## config.mk

```make
export PLATFORM = sky130hd
export DESIGN_NAME = ccff_chain_driver
export DESIGN_NICKNAME = d
export VERILOG_FILES = /design/src/rtl/ccff_chain_driver.sv
export SDC_FILE = /design/constraint.sdc
export NUM_CORES = 1
export LEC_CHECK = 0
export CAP_MARGIN = 20
export CORE_MARGIN = 1.5
export CORE_UTILIZATION = 48
export CTS_BUF_LIST = sky130_fd_sc_hd__clkbuf_4
export CTS_CLUSTER_DIAMETER = 80
export DETAILED_ROUTE_END_ITERATION = 6
export GPL_TIMING_DRIVEN = 0
export PLACE_DENSITY = 0.86
export SYNTH_ARGS = -nofsm -noshare
export SYNTH_HDL_FRONTEND = slang
export SYNTH_SLANG_ARGS = --single-unit
```

## constraint.sdc

```tcl
create_clock -name prog_clk -period 1.7 [get_ports prog_clk]
set_input_delay 0.425 -clock prog_clk [delete_from_list [all_inputs] [get_ports prog_clk]]
set_output_delay 0.425 -clock prog_clk [all_outputs]
set_load 0.02 [all_outputs]
```

## src/rtl/ccff_chain_driver.sv

```systemverilog
// Configuration-chain driver: serializes host words onto ccff_head, reads back the
// displaced chain contents from ccff_tail, and releases IO isolation after a full load.
module ccff_chain_driver #(
  parameter int unsigned CHAIN_LEN = 9,
  parameter int unsigned WORD_W    = 8,
  parameter int unsigned CNT_W     = $clog2(CHAIN_LEN + 1)
) (
  input  logic              prog_clk,
  input  logic              pReset_n,
  input  logic              start,
  input  logic [WORD_W-1:0] s_data,
  input  logic              s_valid,
  output logic              s_ready,
  output logic [WORD_W-1:0] m_data,
  output logic              m_valid,
  input  logic              m_ready,
  output logic              ccff_head,
  output logic              ccff_shift_en,
  input  logic              ccff_tail,
  output logic              IO_ISOL_N,
  output logic              busy,
  output logic              done,
  output logic [CNT_W-1:0]  bit_cnt
);

  localparam int unsigned WB_W = (WORD_W > 1) ? $clog2(WORD_W) : 1;

  typedef enum logic [2:0] {
    IDLE  = 3'd0,
    FETCH = 3'd1,
    SHIFT = 3'd2,
    DRAIN = 3'd3,
    DONE  = 3'd4
  } state_t;

  state_t            state;
  state_t            state_nxt;
  logic [WORD_W-1:0] sreg;
  logic [WORD_W-1:0] rb;
  logic [WORD_W-1:0] rb_cap;
  logic [WB_W-1:0]   word_bit;
  logic              word_end;
  logic              last_bit;
  logic              out_free;

  assign last_bit = (bit_cnt == CNT_W'(CHAIN_LEN - 1));
  assign word_end = (word_bit == WB_W'(WORD_W - 1)) || last_bit;
  assign out_free = !m_valid || m_ready;

  // Readback word including the bit leaving the chain this cycle; upper bits stay zero.
  always_comb begin
    rb_cap           = rb;
    rb_cap[word_bit] = ccff_tail;
  end

  always_ff @(posedge prog_clk) begin
    if (!pReset_n) state <= IDLE;
    else           state <= state_nxt;
  end

  always_comb begin
    state_nxt     = state;
    s_ready       = 1'b0;
    ccff_head     = 1'b0;
    ccff_shift_en = 1'b0;
    busy          = 1'b1;
    done          = 1'b0;
    case (state)
      IDLE: begin
        busy = 1'b0;
        if (start) state_nxt = FETCH;
      end
      FETCH: begin
        s_ready = 1'b1;
        if (s_valid) state_nxt = SHIFT;
      end
      SHIFT: begin
        ccff_head = sreg[0];
        // A word-ending shift needs room in the readback register.
        ccff_shift_en = !word_end || out_free;
        if (ccff_shift_en && word_end) state_nxt = last_bit ? DRAIN : FETCH;
      end
      DRAIN: begin
        if (out_free) state_nxt = DONE;
      end
      DONE: begin
        done      = 1'b1;
        state_nxt = IDLE;
      end
      default: state_nxt = IDLE;
    endcase
  end

  always_ff @(posedge prog_clk) begin
    if (!pReset_n) begin
      sreg      <= '0;
      rb        <= '0;
      word_bit  <= '0;
      bit_cnt   <= '0;
      m_data    <= '0;
      m_valid   <= 1'b0;
      IO_ISOL_N <= 1'b0;
    end else begin
      if (m_valid && m_ready) m_valid <= 1'b0;
      case (state)
        IDLE: begin
          if (start) begin
            bit_cnt   <= '0;
            IO_ISOL_N <= 1'b0;
          end
        end
        FETCH: begin
          if (s_valid) begin
            sreg     <= s_data;
            rb       <= '0;
            word_bit <= '0;
          end
        end
        SHIFT: begin
          if (ccff_shift_en) begin
            sreg     <= sreg >> 1;
            rb       <= rb_cap;
            word_bit <= word_bit + WB_W'(1);
            bit_cnt  <= bit_cnt + CNT_W'(1);
            if (word_end) begin
              m_data  <= rb_cap;
              m_valid <= 1'b1;
            end
          end
        end
        DONE: IO_ISOL_N <= 1'b1;
        default: ;
      endcase
    end
  end

endmodule

```

**After elaboration in Yosys (flattened, before gate mapping)**

Cells that the tools add are included.

- Output and inout port bits: 19
- Word-level logic and storage cells: 72
- Bits of input ports: 14
- Register bits: 36

- Multiplexer cells: 32
- Reduce and logical (&&, ||, !) cells: 17
- Magnitude comparators: 2
- Equal/unequal tests: 11
- Add/sub/neg operators: 2

Operators with widths:

| operator | count |
|---|---|
| $mux 8 | 4 |
| $pmux 8 s2 | 2 |
| $mux 3 | 6 |
| $pmux 3 s4 | 1 |
| $mux 1 | 11 |
| $ne 2x2->1 const B | 5 |
| $reduce_and 3->1 | 3 |
| $bwmux 8 | 1 |
| $mux 4 | 2 |
| $pmux 4 s2 | 1 |
| $eq 3x2->1 const B | 2 |
| $eq 3x3->1 const B | 2 |
| $pmux 3 s2 | 1 |
| $reduce_bool 2->1 | 3 |
| $add 4x1->4 const B | 1 |
| $eq 4x4->1 const B | 1 |
| $lt 3x4->1 const B | 1 |
| $reduce_and 4->1 | 1 |
| $add 3x1->3 const B | 1 |
| $demux 1 s3 | 1 |
| $eq 3x1->1 const B | 1 |
| $ge 3x1->1 const B | 1 |
| $logic_and 1x1->1 | 3 |
| $logic_not 3->1 | 1 |
| 5 further kinds | 8 |

**Depth between registers and ports, before layout**

Gate-level depths: netlist of run 1.

- Depth in word-level cells: 7
- Mapped depth: 8
- Gate-level depth less buffers: 7

**Least setup slack after synthesis of run 1**

Ideal clock, no wire load.

- Path type: flip-flop to output port
- From: reg word_bit[0]
- To: out ccff_shift_en
- Path buffers: 1
- Setup slack: -0.101 ns
- Data arrival time: 1.376 ns
- Required time: 1.275 ns
- Stages on the path, launching flop included: 7
- Cells stage by stage: dfxtp_1 > ha_1 > ha_1 > nor4b_1 > a22oi_2 > buf_2 > inv_2

- Word-level cells in the longest chain between the ends: 5

RTL lines:

| element | RTL line | RTL |
|---|---|---|
| start: declaration | 41 | `logic [WB_W-1:0] word_bit;` |
| start signal: assignment | 123 | `word_bit <= word_bit + WB_W'(1);` |
| $eq 3x3->1 | 47 | `assign word_end = (word_bit == WB_W'(WORD_W - 1)) \|\| last_bit;` |
| $logic_or 1x1->1 | 47 |  |
| $logic_not 1->1 | 80 | `ccff_shift_en = !word_end \|\| out_free;` |
| $logic_or 1x1->1 | 80 |  |
| $mux 1 | 68 | `case (state)` |
| end: declaration | 18 | `output logic ccff_shift_en,` |

No other way between the ends.

**Final worst setup path of run 1**

- From: reg word_bit[1]
- To: out ccff_shift_en

Same word-level chain as after synthesis.

==> impl_metrics.json, run 1 <==
{
  "syn2layout_area_growth_pct": 37.5,
  "synthAdderAreaFrac": 0.0282,
  "syn_nets": 208,
  "synth_area_per_cell_um2": 9.35,
  "whs_path_depth": 2,
  "multi_input_area_mm2": 0.00106,
  "setup_viol": 12,
  "synth_commonest_cells": "36 x dfxtp_1, 15 x o21a_1, 14 x nand2_1",
  "fmax_mhz": 480,
  "pwr_density_cell_mw_per_mm2": 699,
  "grt_pass1_wl_mm": 6.84,
  "core_mm2": 0.00344,
  "dieArea_mm2": 0.00408,
  "nets": 260,
  "diodes": 0,
  "whs_ns": 0.478,
  "die_h_um": 63.8,
  "ant_nets": 0,
  "grt_pass1_vias": 1542,
  "cp.arrival_ns": 1.66,
  "die_w_um": 63.8,
  "tritoncts": "done",
  "fin_crit_sh": 1.23,
  "synth_cells": 190,
  "min_to": "sreg[7]",
  "synthSimpleGateAreaFrac": 0.230,
  "synth-seq-cells": 36,
  "start_util": 0.516,
  "dr.pass1.iters": 4,
  "min_path_type": "register to register",
  "rsz0062_at_grt": "yes",
  "nFillCells": 260,
  "yosys-top-cells-area": "dfxtp_1 41%, o21a_1 6.3%, mux2i_1 5.6%",
  "synth_compound_area_frac": 0.232,
  "async_reset_ff_frac": 0,
  "finClkSkew_ns": 0.00266,
  "period_minus_slack_ns": 2.08,
  "timing.rr.start": "word_bit[1]",
  "io_buffers": 31,
  "tightest_slew_ns": 0.478,
  "dpl.hpwl_mm": 2.58,
  "status": "complete, but fails checks",
  "hp-start": "sreg[7]",
  "yosys.area.top_type_share": 0.406,
  "h-tree-depth": 2,
  "wl_per_cell_um": 14.7,
  "dp_worst_setup_slack_ns": -0.791,
  "num_vias": 1612,
  "grt_start_max_net_pins": 11,
  "synth-edff-count": 0,
  "setup_slack_ns": -0.384,
  "ctsHoldBuffers": 0,
  "cp_data_required_time_ns": 1.27,
  "place_congestion": 0.812,
  "synth_cell_types": 41,
  "failed_checks": "negative setup slack",
  "seq_area_frac_synth": 0.406,
  "reg2reg_depth": 9,
  "avgViaCountPerCell": 5.58,
  "drive_gt1_frac": 0.243,
  "register_area_um2": 739,
  "crit_type": "register to output port",
  "synth.most_common_cell": "dfxtp_1",
  "hold_viol_final": 0,
  "startpoint": "word_bit[1]",
  "finish.instance_area_mm2": 0.00244,
  "path_clk_slew_ns": 0.11,
  "synth_top_family_by_area": "compound AO/OA/AOI/OAI gates",
  "postLayoutCoreUtil": 0.710,
  "clk_latency_ns": 0.34,
  "synthXorXnorAreaFrac": 0,
  "drt_iter0_markers": 107,
  "cp_max_fo": 3,
  "regToRegEndpoint": "sreg[3]",
  "p_leak_nw": 1.13,
  "ff2ff_setup_slack_ns": -0.18,
  "finalMaxSlewViolations": 0,
  "max_cap_violations": 0,
  "peakVddDrop_mv": 0.598,
  "antenna_found_initial": 0,
  "drc": 0,
  "cts_buffers": 5,
  "syn-cell-area_mm2": 0.00178,
  "muxShareOfSynthArea": 0.0563,
  "power_w": 0.00171,
  "globalRouteMet3Util": 0.0511,
  "top_usage_layer": "met2",
  "dpl_cell_area_mm2": 0.00216,
  "slew_headroom": 0.681,
  "grt_use_met2": 0.370,
  "rows": 21,
  "met1_usage": 0.257,
  "routed_wl_mm": 4.24,
  "cts.sinks": 36,
  "ys_warn_count": 0,
  "synth_ff_type": "dfxtp_1",
  "clock_path_buffers": 2,
  "io_pins": 33,
  "end_kind": "output port",
  "worstSetupStartpointType": "register",
  "yosys.area.top_type": "dfxtp_1",
  "grtUsageTotal": 0.212,
  "cts-root-buf": "clkbuf_4",
  "grt.overflow.total": 0
}
[per-layer routing]
layer | part of all wire | vias to the layer above
met4 | 0.0073 | 0
li1 | - | 802
met3 | 0.041 | 4
met2 | 0.50 | 39
met5 | 0 | -
met1 | 0.45 | 767
[where the power goes]
group / switching (W) / total (W) / internal (W)
Clock: 0.000286 / 0.000477 / 0.000191
Combinational: 0.000160 / 0.000328 / 0.000168
Sequential: 0.0000272 / 0.000902 / 0.000875
Total: 0.000474 / 0.00171 / 0.00123
[state kept, by name, summed over array words and instances, names as in the netlist]
| signal | cells |
|---|---|
| IO_ISOL_N | 1 |
| bit_cnt | 4 |
| m_data | 8 |
| m_valid | 1 |
| rb | 8 |
| sreg | 8 |
| state | 3 |
| word_bit | 3 |
[through the flow]
stage	setup TNS (ns)	cells
2_1_floorplan	0	190
3_3_place_gp	-10.61	267
3_5_place_dp	-11.19	267
4_1_cts	-0.629	286
5_1_grt	-2.54	289
6_report	-1.88	289
[worst max path at each step]
stage	end	slack, ns
global route	ccff_shift_en	-0.43
floorplan	ccff_shift_en	0.01
global placement	ccff_shift_en	-0.78
CTS	ccff_shift_en	-0.36
finish	ccff_shift_en	-0.38
detailed placement	ccff_shift_en	-0.79
[worst max-delay path, stage by stage, from the launching register on]
cell	delay (ns)
dfxtp_2	0.35
ha_4	0.16
ha_4	0.16
nor4b_4	0.24
a22oi_2	0.12
buf_6	0.14
clkinv_4	0.04
buf_6	0.10
[area by class of cell]
cell class	instances	share of cell area
Tap cell	46	0.0236
Multi-Input combinational cell	134	0.436
Timing Repair Buffer	47	0.174
Clock buffer	7	0.0215
Buffer	13	0.0313
Sequential cell	36	0.303
Inverter	5	0.00973
Clock inverter	1	0.00154
[timing repair]
item                                    in CTS  in global routing
pin swaps                                    6                  3
hold endpoints to repair                     0                  0
setup buffers                               11                  5
resized for setup                           62                 20
endpoints found under the setup margin      36                 34
[placed cells by master (no fill, tap or decap), types with 5 or more instances in the layout]
master           instances
o221a_1                  7
buf_4                   14
o21a_1                  15
nor2_1                   9
o211a_1                  8
mux2i_1                 10
nand3_1                  9
clkbuf_4                 7
nand2_1                 13
clkdlybuf4s50_1         12
clkbuf_1                 6
dlygate4sd2_1           14
a21oi_1                  5
dfxtp_1                 29
buf_6                    8
and3_1                   8
[cells by family (layout without fill, tap and decap cells)]
family / count (synthesis) / count (layout)
simple gates: 71 / 71
compound gates: 49 / 49
flops: 36 / 36
buf+inv: 20 / 73
mux: 10 / 10
fa+ha+maj: 4 / 4
Power figures use the tool's default switching activity.
==> run 2, diff against run 1 <==
REMOVE_ABC_BUFFERS = 1   (was not set)
==> impl_metrics.json, run 2 (synthesized netlist as in run 1, its figures left out) <==
{
  "top_regs": "m_data x8, rb x8, sreg x8",
  "reg2reg_depth": 8,
  "min_to": "sreg[0]",
  "peakVddDrop_mv": 0.482,
  "path_buf_inv": 2,
  "regToRegEndpoint": "sreg[5]",
  "worstSetupStartpointType": "register",
  "die_w_um": 63.8,
  "max_stage_delay_ns": 0.37,
  "fin_crit_sh": 1.21,
  "drt_iter0_markers": 141,
  "crit_type": "register to output port",
  "layout_common_cells": "28 x dfxtp_1, 23 x buf_4, 15 x o21a_1",
  "tightest_slew_ns": 0.623,
  "setup_viol": 16,
  "die_h_um": 63.8,
  "max_cap_violations": 0,
  "ctsHoldBuffers": 0,
  "tritoncts": "done",
  "hold_viol_final": 0,
  "clock_path_buffers": 2,
  "timing.rr.start": "word_bit[0]",
  "dpl.hpwl_mm": 2.25,
  "cts.sinks": 36,
  "drive_gt1_frac": 0.310,
  "grt_pass1_vias": 1655,
  "routed_wl_mm": 4.92,
  "end_kind": "output port",
  "rows": 21,
  "tns_ns": -1.88,
  "rsz0062_at_grt": "yes",
  "cp.arrival_ns": 1.63,
  "io_pins": 33,
  "path_cells": "ha_4 -> ha_4 -> nor4b_4 -> a22oi_2 -> inv_2 -> buf_6",
  "hp-start": "sreg[0]",
  "startpoint": "word_bit[0]",
  "cp_max_fo": 2,
  "dieArea_mm2": 0.00408,
  "finClkSkew_ns": 0.00592,
  "pwr_density_cell_mw_per_mm2": 729,
  "grtUsageTotal": 0.245,
  "start_util": 0.516,
  "place_congestion": 0.800,
  "ant_nets": 0,
  "io_buffers": 32,
  "cp_slowest_cell": "dfxtp_4",
  "cp_data_required_time_ns": 1.27,
  "clk_latency_ns": 0.34,
  "num_vias": 1697,
  "grt.overflow.total": 0,
  "failed_checks": "negative setup slack",
  "min_path_type": "register to register",
  "dr.pass1.iters": 4,
  "avgViaCountPerCell": 5.89,
  "mostFrequentLayoutCell": "dfxtp_1",
  "nets": 259,
  "wl_per_cell_um": 17.1,
  "whs_path_depth": 1,
  "antenna_found_initial": 0,
  "postLayoutCoreUtil": 0.751,
  "h-tree-depth": 2,
  "status": "complete, but fails checks",
  "slew_headroom": 0.585,
  "grt_pass1_wl_mm": 7.77,
  "crit_top_cell": "ha_4",
  "core_mm2": 0.00344,
  "ff2ff_setup_slack_ns": -0.15,
  "fmax_mhz": 486,
  "syn2layout_area_growth_pct": 45.5,
  "path_clk_slew_ns": 0.11,
  "cts-root-buf": "clkbuf_4",
  "grt_start_max_net_pins": 26,
  "p_leak_nw": 1.16,
  "drc": 0,
  "period_minus_slack_ns": 2.06,
  "nFillCells": 222,
  "critPathTopFamily": "flip-flops",
  "setup_slack_ns": -0.358,
  "diodes": 0,
  "cts_buffers": 5,
  "finalMaxSlewViolations": 0
}
-- run 2: changes by cell type in the layout (fill, tap and decap cells not counted), sizes merged --
cell,delta
buf,+4
a22oi,+2
clkbuf,-9
clkinv,-1
clkdlybuf4s15,+1
inv,+1
bufinv,+1
-- run 2: report_power, final --
group	switching (W)	internal [W]	total [W]
Sequential	0.0000293	0.000873	0.000902
Combinational	0.000173	0.000189	0.000362
Clock	0.000296	0.000324	0.000621
Total	0.000499	0.00139	0.00188
-- run 2: repair_timing --
action                                  in CTS  in global routing
gates resized for setup                     68                 27
gates cloned                                 2                  0
buffers inserted                            23                  7
endpoints found under the setup margin      49                 28
pin swaps                                   10                 15
-- run 2: stage by stage --
stage / worst slack, ns / power, W / hold slack [ns] / std cells / area [µm²]
2_1_floorplan: -0.521 / 0.00106 / 0.432 / 175 / 1710
3_3_place_gp: -1.52 / 0.00116 / 0.440 / 253 / 2090
3_5_place_dp: -1.54 / 0.00117 / 0.458 / 254 / 2120
4_1_cts: -0.372 / 0.00183 / 0.474 / 283 / 2440
5_1_grt: -0.416 / 0.00197 / 0.518 / 288 / 2580
6_report: -0.358 / 0.00188 / 0.479 / 288 / 2580
-- run 2: worst max-delay path by stage --
stage,to,cells after the start
after floorplan,bit_cnt[2],7
after global placement,ccff_shift_en,5
after detailed placement,ccff_shift_en,5
after CTS,ccff_shift_en,6
after global routing,ccff_shift_en,6
final,ccff_shift_en,6
-- run 2: metal layers --
metal,global-route usage,part of all wire,up-vias
met5,0,0,-
met4,0.160,0.046,0
met3,0.0352,0.052,25
met2,0.417,0.47,72
met1,0.283,0.43,792
li1,-,-,808
-- run 2: cell type report --
type,count,area (µm²),area share
Clock buffer,6,45.0,0.0174
Clock inverter,2,35.0,0.0136
Inverter,5,18.8,0.00726
Multi-Input combinational cell,136,1150,0.445
Sequential cell,36,748,0.289
Tap cell,46,57.6,0.0223
Timing Repair Buffer,57,529,0.205
-- run 2: worst register-to-register path, cell delays in order (launching register included) --
cell and delay (ns):
dfxtp_4 0.37, ha_4 0.16, ha_4 0.17, nor4b_4 0.26, a22oi_2 0.12, buf_4 0.17
buf_12 0.14, o221a_1 0.25, o21a_1 0.11
==> RTL change 1: new RTL, flow settings as in run 2 <==
One comparison of `bit_cnt` changes from == to >=.
--- a/src/rtl/ccff_chain_driver.sv
+++ b/src/rtl/ccff_chain_driver.sv
@@ -44,5 +44,5 @@
   logic              out_free;
 
-  assign last_bit = (bit_cnt == CNT_W'(CHAIN_LEN - 1));
+  assign last_bit = (bit_cnt >= CNT_W'(CHAIN_LEN - 1));
   assign word_end = (word_bit == WB_W'(WORD_W - 1)) || last_bit;
   assign out_free = !m_valid || m_ready;
Behaviour: no difference found for any inputs over 10 cycles, from zero or initial values and one cycle with pReset_n low; that may be too few to reach the edited logic, so the function may still have changed.
==> RTL change 1 against run 2 <==
- the flow still finishes with violations (setup timing)
- count of clock-buffer cells in the layout fell by 1
- final cell count shrank 2.8%
- cell area shrank 8.7%
- clock power fell by 2%
- wire length fell by 15%
- sequential power fell by 0.6%
- power shrank 4.6%
- synthesized area shrank 4.4%
- combinational power fell by 19%
- setup slack better by 0.019 ns
- via count fell by 8.8%
- clock skew grew 0.0074 ns
- first-iteration DRC count down 33%
- sequential cell count unchanged
- critical endpoint unchanged
- highest routed layer unchanged
==> RTL change 1: results (changes against run 2) <==
- Routed WL: 4200 µm (-15%)
- Max frequency: 0.490 GHz (+0.92%)
- Met1 Use GR: 27.7% (-0.65 points)
- First-pass GRT wire length: 6980 µm (-10%)
- Met3 wire length: 151 µm (-41%)
- Tot GR Track Use: 22.4% (-2.0 points)
- Worst reg-to-reg setup slack: -0.24 ns (-0.09 ns)
- R2R cell count: 10 (+2)
- Synth top area cells: dfxtp_1 42%, mux2i_1 4.7%, nand2_1 4.4%
- Failing checks: setup timing
- Hold Worst Slack: 0.462 ns (-0.0163 ns)
- Synth Area in Adders: 2.95% (+0.13 points)
- Min-delay src: sreg[7]
- Setup WS pre-CTS: -1.17 ns (+0.373 ns)
- Placed Cells: 251 (-1.2%)
- Status: finished, violations left
- Worst slew pin tran: 0.547 ns (-0.0758 ns)
- Crit. Startpoint: word_bit[0]
- Wirelength per Cell: 15.0 µm (-12%)
- VDD IR max: 0.455 mV (-5.7%)
- LEAKAGE: 0.997 nW (-14%)
- RePlAce Congestion: 0.740 (-7.5%)
- Final-layout fill cell count: 284 (+28%)
- R2R Path End: word_bit[2]
- Post-synthesis compound-gate area fraction: 25.0% (+1.7 points)
- Worst setup slack after layout: -0.339 ns (+0.0187 ns)
- Routed vias: 1548 (-8.8%)
- M3 GR Usage: 6.67% (+3.1 points)
- TNS Setup: -4.49 ns (-2.60 ns)
- Int Pwr: 1.32 mW (-4.5%)
- Routed wl met2: 2020 µm (-13%)
- Setup repair bufs after CTS: 16 (-30%)
- Critical Path AT: 1.61 ns (-0.02 ns)
- Final setup fails: 24 (+8)
- Switching pwr: 0.475 mW (-4.7%)
- Iter 0 DRT Violations: 95 (-33%)
- Yosys cell types: 42 (+2.4%)
- Placed Instance Area: 1990 µm² (-5.9%)
- Mapped Cells: 188 (-1.1%)
- Post-synthesis sequential area ratio: 42.4% (+1.9 points)
- Hold EP: sreg[7]
- Hold Path Stages: 2 (+1)
[RTL change 1: cell types whose count changed after synthesis, sizes merged, moves of 9 or more]
cell / before / now
a21oi: 5 / 15
o211a: 9 / 0
o21a: 15 / 0
o21ai: 2 / 12
[RTL change 1: worst max path at each step]
stage                                to  slack [ns]  cells past startpoint
after CTS                 ccff_shift_en       -0.31                      5
after floorplan             word_bit[0]       -0.41                      4
after global routing      ccff_shift_en       -0.38                      5
after global placement      word_bit[0]       -1.34                      4
final                     ccff_shift_en       -0.34                      5
after detailed placement          rb[3]       -1.17                      5
[RTL change 1: tightest hold or removal path: stages (launching register included)]
cell and delay [ns]:
dfxtp_1 0.33, nand2_1 0.05, o21ai_1 0.05
[RTL change 1: area by class of cell]
type                            count  area [µm²]  area share [%]
Clock buffer                        5        37.5            1.59
Timing Repair Buffer               54         509            21.6
Multi-Input combinational cell    129         943            40.0
Tap cell                           46        57.6            2.44
Inverter                            7        26.3            1.11
Sequential cell                    36         743            31.5
Clock inverter                      3        42.5            1.80
==> RTL change 2: new RTL, config.mk and constraints of run 2 <==
Made on the original files. Set the parameter `CHAIN_LEN` to 18 (it was 9).
--- a/src/rtl/ccff_chain_driver.sv
+++ b/src/rtl/ccff_chain_driver.sv
@@ -2,5 +2,5 @@
 // displaced chain contents from ccff_tail, and releases IO isolation after a full load.
 module ccff_chain_driver #(
-  parameter int unsigned CHAIN_LEN = 9,
+  parameter int unsigned CHAIN_LEN = 18,
   parameter int unsigned WORD_W    = 8,
   parameter int unsigned CNT_W     = $clog2(CHAIN_LEN + 1)
Interface: changed (resized bit_cnt); port bits go from 33 to 34. No check against the original RTL was run, so the function may have changed too.
==> RTL change 2 against run 2 <==
- the flow still finishes with violations (setup timing)
- count of clock-buffer cells in the layout shrank 1
- via count rose by 2.8%
- register-to-register slack improved by 0.13 ns
- setup slack improved by 0.033 ns
- wire length decreased by 5.2%
- clock skew rose by 0.0080 ns
- global-route usage fell by 1.9 points
- sequential cell count grew 1
- critical path depth unchanged
- sequential share of layout area grew 0.58 points
- cell area is 0.34% higher
- synthesized area increased by 9.1%
- critical path type unchanged
Power is not compared: it rests on default switching activity, and its combinational part moved more than twofold at a synthesized area within 25%.
==> RTL change 2: results (changes against run 2) <==
- Max FO, Critical Path: 4 (+2)
- Routed vias: 1744 (+2.8%)
- Iter 0 DRT Violations: 108 (-23%)
- RePlAce Congestion: 0.809 (+1.1%)
- Worst rel slew slack: 57.2% (-1.2 points)
- Failing checks: setup timing
- Layout net count: 278 (+7.3%)
- R2R Path Start: bit_cnt[1]
- Hold EP: sreg[3]
- TNS Setup: -0.435 ns (+1.45 ns)
- Tot GR Track Use: 22.5% (-1.9 points)
- First-pass GRT wire length: 7580 µm (-2.5%)
- Critical Path AT: 1.60 ns (-0.03 ns)
- Clk_skew: 0.0139 ns (+0.00800 ns)
- Vias in the first global route: 1701 (+2.8%)
- Status: finished, violations left
- I/O Buffers: 33 (+3.1%)
- Largest net degree at the start of global routing: 30 (+15%)
- DIE WIDTH: 66.5 µm (+4.2%)
- R2R Path End: word_bit[1]
- Hold Path Stages: 2 (+1)
- Top cells by count, synth: 37 x dfxtp_1, 34 x nand2_1, 30 x mux2i_1, 21 x nor2_1, 11 x nand3_1
- Synth top area cells: dfxtp_1 38%, mux2i_1 15%, nand2_1 6.6%
- Final setup fails: 7 (-9)
- Post-synthesis sequential area ratio: 38.2% (-2.3 points)
- Min-delay src: sreg[3]
- Final-layout fill cell count: 291 (+31%)
- Hold Worst Slack: 0.468 ns (-0.0110 ns)
- Placed Instance Area: 2280 µm² (+7.9%)
- Worst setup slack after layout: -0.325 ns (+0.0329 ns)
- Routed WL: 4660 µm (-5.2%)
[RTL change 2: cell count changes in the layout (fill, tap and decap cells not counted), sizes merged, moves of 8 or more]
cell	delta
mux2i	+20
nand2	+19
o21a	-15
nor2	+12
a211oi	+10
buf	-9
o211a	-8
[RTL change 2: repair_timing]
action,CTS,global route
endpoints found under the setup margin,56,30
setup buffers,10,4
hold buffers,0,0
resized for setup,74,18
pin swaps,5,5
cloned,0,0
[RTL change 2: area by class of cell]
cell class              count  area share, %
multi-input cells         163           46.6
flip-flops and latches     37           29.5
repair buffers             49           18.1
well taps                  48           2.32
clock buffers               5           1.45
clock inverters             2           1.35
inverters                   4          0.675
[RTL change 2: metrics by stage]
step,std cells,setup slack [ns]
floorplan,204,-2.34
global placement,285,-3.38
finish,308,-0.325
CTS,304,-0.289
global route,308,-0.399
detailed placement,287,-1.34
[RTL change 2: how the worst max path moves through the flow]
stage	depth (start not counted)	start	end	slack (ns)
floorplan	5	bit_cnt[0]	ccff_shift_en	-2.34
global placement	6	m_ready	ccff_shift_en	-3.38
detailed placement	6	m_ready	ccff_shift_en	-1.34
CTS	7	bit_cnt[1]	ccff_shift_en	-0.29
global route	7	bit_cnt[1]	ccff_shift_en	-0.40
finish	6	word_bit[0]	ccff_shift_en	-0.33
[RTL change 2: critical path, cell delays in order, from the launching register on]
cell and delay (ns):
dfxtp_4 0.36, ha_2 0.19, ha_4 0.18, nor3_4 0.19, o21ai_4 0.09, nor2_1 0.09, buf_4 0.14
[RTL change 2: metal layers]
metal	wire, µm	up-vias	global-route usage [%]
li1	-	851	-
met3	232	16	4.90
met5	0	-	0
met2	2310	55	38.3
met1	1970	822	26.0
met4	146	0	12.5
[RTL change 2: kinds of logic (layout without fill, tap and decap cells)]
group           count (synthesis)  in the layout  synth area share, %
flops                          37             37                 38.2
buf+inv                        21             60                 5.42
fa+ha+maj                       4              4                 2.58
compound gates                 26             26                 10.1
mux                            37             37                 19.6
simple gates                   96             96                 24.1
[RTL change 2: power groups by stage]
| stage | combinational [mW] | clock [mW] | sequential, mW |
|---|---|---|---|
| 2_1_floorplan | 0.746 | 0 | 1.09 |
| 3_3_place_gp | 0.900 | 0 | 1.09 |
| 3_5_place_dp | 1.02 | 0 | 1.11 |
| 4_1_cts | 1.13 | 0.604 | 1.10 |
| 5_1_grt | 1.37 | 0.657 | 1.13 |
| 6_report | 1.28 | 0.609 | 1.11 |
